File: src/rtl/imem_stream_loader.sv
// Byte-stream loader for the instruction memory write port; holds the core in reset until a clean load.
// Optional trailing checksum byte is enabled by defining IMEM_LOADER_CHKSUM_EN.
module imem_stream_loader #(
  parameter int ADDR_WIDTH = 10,
  parameter int DATA_WIDTH = 32,
  parameter int DATA_DEPTH = 1024
) (
  input  logic                  clock_i,
  input  logic                  reset_n_i,
  input  logic                  start_i,
  input  logic [ADDR_WIDTH-1:0] base_addr_i,
  input  logic [ADDR_WIDTH:0]   word_count_i,
  input  logic                  in_valid_i,
  input  logic [7:0]            in_data_i,
  output logic                  in_ready_o,
  output logic                  wren_o,
  output logic [ADDR_WIDTH-1:0] wraddr_o,
  output logic [DATA_WIDTH-1:0] wrdata_o,
  output logic                  busy_o,
  output logic                  done_o,
  output logic                  load_error_o,
  output logic                  cpu_hold_o
);

  localparam int BPW = DATA_WIDTH / 8;
  localparam int KW  = (BPW > 1) ? $clog2(BPW) : 1;
  localparam logic [KW-1:0]         K_LAST  = KW'(BPW - 1);
  localparam logic [ADDR_WIDTH+1:0] DEPTH_L = (ADDR_WIDTH + 2)'(DATA_DEPTH);

`ifdef IMEM_LOADER_CHKSUM_EN
  typedef enum logic [2:0] {
    ST_IDLE  = 3'd0,
    ST_LOAD  = 3'd1,
    ST_WRITE = 3'd2,
    ST_CHECK = 3'd3,
    ST_FIN   = 3'd4
  } state_e;
`else
  typedef enum logic [2:0] {
    ST_IDLE  = 3'd0,
    ST_LOAD  = 3'd1,
    ST_WRITE = 3'd2,
    ST_FIN   = 3'd4
  } state_e;
`endif

  function automatic logic [7:0] sum8(input logic [7:0] a, input logic [7:0] b);
    return a + b;
  endfunction

  state_e                  state_q, state_d;
  logic [ADDR_WIDTH-1:0]   addr_q, addr_d;
  logic [ADDR_WIDTH:0]     remain_q, remain_d;
  logic [KW-1:0]           k_q, k_d;
  logic [DATA_WIDTH-1:0]   word_q, word_d;
  logic                    in_ready_q, in_ready_d;
  logic                    wren_q, wren_d;
  logic [ADDR_WIDTH-1:0]   wraddr_q, wraddr_d;
  logic [DATA_WIDTH-1:0]   wrdata_q, wrdata_d;
  logic                    busy_q, busy_d;
  logic                    done_q, done_d;
  logic                    load_error_q, load_error_d;
  logic                    cpu_hold_q, cpu_hold_d;
  logic [ADDR_WIDTH+1:0]   range_end_s;
`ifdef IMEM_LOADER_CHKSUM_EN
  logic [7:0]              sum_q, sum_d;
`endif

  assign range_end_s = {2'b00, base_addr_i} + {1'b0, word_count_i};

  // Next-state and registered-output decode; outputs follow the state being entered.
  always_comb begin
    state_d      = state_q;
    addr_d       = addr_q;
    remain_d     = remain_q;
    k_d          = k_q;
    word_d       = word_q;
    wraddr_d     = wraddr_q;
    wrdata_d     = wrdata_q;
    load_error_d = load_error_q;
    cpu_hold_d   = cpu_hold_q;
`ifdef IMEM_LOADER_CHKSUM_EN
    sum_d        = sum_q;
`endif
    case (state_q)
      ST_IDLE: begin
        if (start_i) begin
          addr_d       = base_addr_i;
          remain_d     = word_count_i;
          k_d          = '0;
          word_d       = '0;
          load_error_d = 1'b0;
          cpu_hold_d   = 1'b1;
`ifdef IMEM_LOADER_CHKSUM_EN
          sum_d        = 8'h00;
`endif
          if (range_end_s > DEPTH_L) begin
            load_error_d = 1'b1;
            state_d      = ST_FIN;
          end else if (word_count_i == '0) begin
            state_d = ST_FIN;
          end else begin
            state_d = ST_LOAD;
          end
        end else begin
          state_d = ST_IDLE;
        end
      end
      ST_LOAD: begin
        if (in_valid_i && in_ready_q) begin
          word_d[{k_q, 3'b000} +: 8] = in_data_i;
`ifdef IMEM_LOADER_CHKSUM_EN
          sum_d = sum8(sum_q, in_data_i);
`endif
          if (k_q == K_LAST) begin
            k_d     = '0;
            state_d = ST_WRITE;
          end else begin
            k_d = k_q + 1'b1;
          end
        end else begin
          state_d = ST_LOAD;
        end
      end
      ST_WRITE: begin
        addr_d   = addr_q + 1'b1;
        remain_d = remain_q - 1'b1;
        if (remain_q == (ADDR_WIDTH + 1)'(1)) begin
`ifdef IMEM_LOADER_CHKSUM_EN
          state_d = ST_CHECK;
`else
          state_d = ST_FIN;
`endif
        end else begin
          state_d = ST_LOAD;
        end
      end
`ifdef IMEM_LOADER_CHKSUM_EN
      ST_CHECK: begin
        if (in_valid_i && in_ready_q) begin
          if (sum8(sum_q, in_data_i) != 8'h00) begin
            load_error_d = 1'b1;
          end else begin
            load_error_d = load_error_q;
          end
          state_d = ST_FIN;
        end else begin
          state_d = ST_CHECK;
        end
      end
`endif
      ST_FIN:  state_d = ST_IDLE;
      default: state_d = ST_IDLE;
    endcase

`ifdef IMEM_LOADER_CHKSUM_EN
    in_ready_d = (state_d == ST_LOAD) || (state_d == ST_CHECK);
`else
    in_ready_d = (state_d == ST_LOAD);
`endif
    busy_d = (state_d != ST_IDLE);
    done_d = (state_d == ST_FIN);
    wren_d = (state_d == ST_WRITE);
    if (wren_d) begin
      wraddr_d = addr_q;
      wrdata_d = word_d;
    end else begin
      wraddr_d = wraddr_q;
      wrdata_d = wrdata_q;
    end
    // The core is released in the done cycle only when nothing went wrong.
    if (state_d == ST_FIN) begin
      cpu_hold_d = load_error_d;
    end else begin
      cpu_hold_d = cpu_hold_d;
    end
  end

  // State and output registers with asynchronous clear.
  always_ff @(posedge clock_i or negedge reset_n_i) begin
    if (!reset_n_i) begin
      state_q      <= ST_IDLE;
      addr_q       <= '0;
      remain_q     <= '0;
      k_q          <= '0;
      word_q       <= '0;
      in_ready_q   <= 1'b0;
      wren_q       <= 1'b0;
      wraddr_q     <= '0;
      wrdata_q     <= '0;
      busy_q       <= 1'b0;
      done_q       <= 1'b0;
      load_error_q <= 1'b0;
      cpu_hold_q   <= 1'b1;
`ifdef IMEM_LOADER_CHKSUM_EN
      sum_q        <= 8'h00;
`endif
    end else begin
      state_q      <= state_d;
      addr_q       <= addr_d;
      remain_q     <= remain_d;
      k_q          <= k_d;
      word_q       <= word_d;
      in_ready_q   <= in_ready_d;
      wren_q       <= wren_d;
      wraddr_q     <= wraddr_d;
      wrdata_q     <= wrdata_d;
      busy_q       <= busy_d;
      done_q       <= done_d;
      load_error_q <= load_error_d;
      cpu_hold_q   <= cpu_hold_d;
`ifdef IMEM_LOADER_CHKSUM_EN
      sum_q        <= sum_d;
`endif
    end
  end

  assign in_ready_o   = in_ready_q;
  assign wren_o       = wren_q;
  assign wraddr_o     = wraddr_q;
  assign wrdata_o     = wrdata_q;
  assign busy_o       = busy_q;
  assign done_o       = done_q;
  assign load_error_o = load_error_q;
  assign cpu_hold_o   = cpu_hold_q;

endmodule
File: config.mk
export PLATFORM = sky130hd
export DESIGN_NAME = imem_stream_loader
export DESIGN_NICKNAME = d
export VERILOG_FILES = /design/src/rtl/imem_stream_loader.sv
export SDC_FILE = /design/constraint.sdc
export NUM_CORES = 1
export LEC_CHECK = 0
export ABC_AREA = 1
export CORE_MARGIN = 3
export CORE_UTILIZATION = 49
export DETAILED_ROUTE_END_ITERATION = 7
export MAX_ROUTING_LAYER = met4
export PLACE_DENSITY = 0.8
export SYNTH_ARGS = -nofsm -noshare
export SYNTH_HDL_FRONTEND = slang
export SYNTH_SLANG_ARGS = --single-unit
File: constraint.sdc
create_clock -name clock_i -period 1.9 [get_ports clock_i]
set_clock_uncertainty 0.1 [all_clocks]
set_input_delay 0.475 -clock clock_i [delete_from_list [all_inputs] [get_ports clock_i]]
set_output_delay 0.475 -clock clock_i [all_outputs]
set_load 0.01 [all_outputs]
==> metrics.txt <==
CP startpoint=word_count_i[0]; largest family of logic cells by synthesized area=simple AND/OR/NAND/NOR gates; fin util=69.5%; IO Pins=81; Synth Flop Type=dfrtp_1; Final Setup Violations=7; critical path's top delay family=simple AND/OR/NAND/NOR gates; Starting DRT DRC Count=328; element type at the critical path end=flip-flop; Commonest cells post-synth=nand2_1, dfrtp_1, inv_1; PnR Total Power=6.87 mW; Register Area=0.00265 sq mm; H-tree Lvls=3; clock transition at the registers of the reported paths=100 ps; Compound-Gate Fraction of Synth Area=~12%; Routed Antenna Nets=0; vias in the first global route=between 5000 and 6000; unrepaired setup endpoints after global routing=yes; fin. max-slew vios=0; number of CTS-inserted buffers=9; Critical Path Source Type=input pin; fmax=between 400 and 500 MHz; CTS tree=built; DRC Markers=0; crit path to=cpu_hold_o; Worst EP required=2130 ps; pre-CTS setup slack=-1090 ps; share of the synthesized area in the top cell type=between 40 and 50%; critical path's most frequent cell=nand2_1; row count=37; Tightest Pin Transition=340 ps; P_leak=4.01 nW; DPL Wire Length=10.4 mm; post-DR vias/cell=5.43; die area=0.0123 sq mm; fillcell total=between 700 and 800; period utilisation layout=113%; Core ar.=0.0105 sq mm; CP Max Fanout=3; most instantiated library cell after synthesis=nand2_1; Max Cap Violations=0; syn_nets=699; Slowest Stage Delay on Critical Path=500 ps; CTS Root Cell=clkbuf_8; setup slack after layout=-244 ps; initial core utilization=roughly half; Max IR drop VDD=slightly below 700 uV; Die W=111 um; Post-Synth Simple-Gate Area=25.1%; syn avg cell area=8.34 sq um; layout cells sized above 1=between 20% and 30%; Mapped Area=0.00539 sq mm; WL final=14.5 mm; Routed WL per cell=15.6 um; buffers and inverters on the worst path=4; failing checks=setup timing; cell area after layout=between 0.007 and 0.008 sq mm; Cells after Synth=646; Vias=around 5100; critical path class=in -> reg; Synth async-reset ratio=100%; largest net degree at the start of global routing=53; GRT Util Overall=between 20% and 30%; clock tree sinks=106; antenna diode count=0; Slew HR=slightly below 80%; grt ovf=0; antenna violations before repair=0; worst path cell trace=buf_8 > ha_4 > inv_2 > fa_2 > nand2_1 > nor2_1 > nand3_1 > nor2_1 > nand3_1 > nor2_2 > nand2_1 > nand2_2 > buf_4 > nand2_1 > o21ai_2 > nand2_1 > nand2_1 > inv_1; Multi-input gate area=0.00255 sq mm; buffers added on ports=80; Final Non-Filler Cells=932; area leader, netlist=dfrtp_1; TNS Setup=-1180 ps; slowest CP cell=fa_2; Placed Cells=902; Min-Delay Path Class=in -> reg; Post-synth EDFFs=0; pwr dens=940 mW/mm^2; first-pass iteration count of the detailed router=8; first-pass GRT wire length=24.0 mm; Seq/Total Area, Yosys=49.3%; Clock Latency Late Sink=380 ps; Yosys warning total=0; reg2reg end=wrdata_o[3]; top cells by area, synth=dfrtp_1, nand2_1, inv_1, ha_1, o21ai_0; final net count=between 800 and 900; run status=finished, violations left; reg2reg start=state_q[2]; reg2reg setup slack=140 ps; Final Hold Vio Count=0; cells on worst reg2reg path=8; Routability Congestion=0.918; dpl cell area=0.00678 sq mm; CP arrival=2370 ps; deepest clock path buffer count=2; cell count along the critical path=18; mux cell area share after synthesis=0%; Post-Synth Adder-Cell Area=4.79%; Yosys reg bits=106; P&R area growth vs syn=35.7%; area share of xor/xnor cells in the synthesized design=less than 1%; Hold WS=278 ps; Synth cell types=43; Die Height=approximately 110 um; crit path time final=about 2100 ps
final cells by class:
type	count	share of cell area, %
Tap cell	136	2.33
Inverter	85	4.40
Clock inverter	6	0.685
Multi-Input combinational cell	438	34.9
Sequential cell	106	36.3
Timing Repair Buffer	152	19.7
Clock buffer	9	1.69
worst min-delay path, stage by stage:
cell      delay (ps)
buf_6             80
nand2_1           60
o211ai_1         100
report_power, final:
group	internal [mW]	switching, mW
Clock	0.486	0.817
Combinational	1.11	1.49
Sequential	2.65	0.310
Total	4.25	2.62
registers in the layout, summed over array words and instances, names as in the netlist:
signal,flops
addr_q,10
busy_o,1
cpu_hold_o,1
done_o,1
in_ready_o,1
k_q,2
load_error_o,1
remain_q,11
state_q,3
word_q,32
wraddr_o,10
wrdata_o,32
wren_o,1
layout by cell type, fill, tap and decap left out, types with 12 or more instances in the layout:
cell / n
inv_1: 66
clkdlybuf4s50_1: 30
dlymetal6s2s_1: 24
buf_4: 65
nand3_1: 32
nand2_1: 176
dlygate4sd2_1: 18
dfrtp_1: 105
o21ai_0: 29
inv_2: 17
nand4_1: 15
nor2_1: 41
o21ai_1: 12
layer usage:
metal	GRT usage, %	wire [um]	vias to the layer above
met1	30.7	6180	2402
met2	39.7	7090	196
met4	7.80	416	0
li1	-	-	2423
met3	4.37	836	39
met5	-	0	-
timing repair:
action / 4_1_cts / 5_1_grt
resized for setup: 62 / 52
hold buffers: 1 / 0
setup buffers: 5 / 8
hold endpoints to repair: 6 / 0
endpoints found under the setup margin: 13 / 88
gates cloned: 0 / 1
pin swaps: 16 / 11
how the worst min path moves through the flow:
stage                         startpoint     endpoint  slack, ps  cells after the start
final                     base_addr_i[0]    addr_q[0]        280                      3
after global routing      base_addr_i[0]    addr_q[0]        280                      3
after CTS                 base_addr_i[0]    addr_q[0]        270                      3
after detailed placement       reset_n_i  wraddr_o[0]        210                      1
after global placement         reset_n_i  wraddr_o[0]        220                      1
after floorplan                reset_n_i    addr_q[0]         80                      0
logic make-up (layout without fill, tap and decap cells):
group,Yosys count,after routing
buffers and inverters,103,252
and+or+nand+nor,307,308
xor gates and xnor gates,5,5
adders and majority gates,20,20
AOI/OAI and AO/OA,105,105
DFF,106,106
Power figures use the tool's default switching activity.
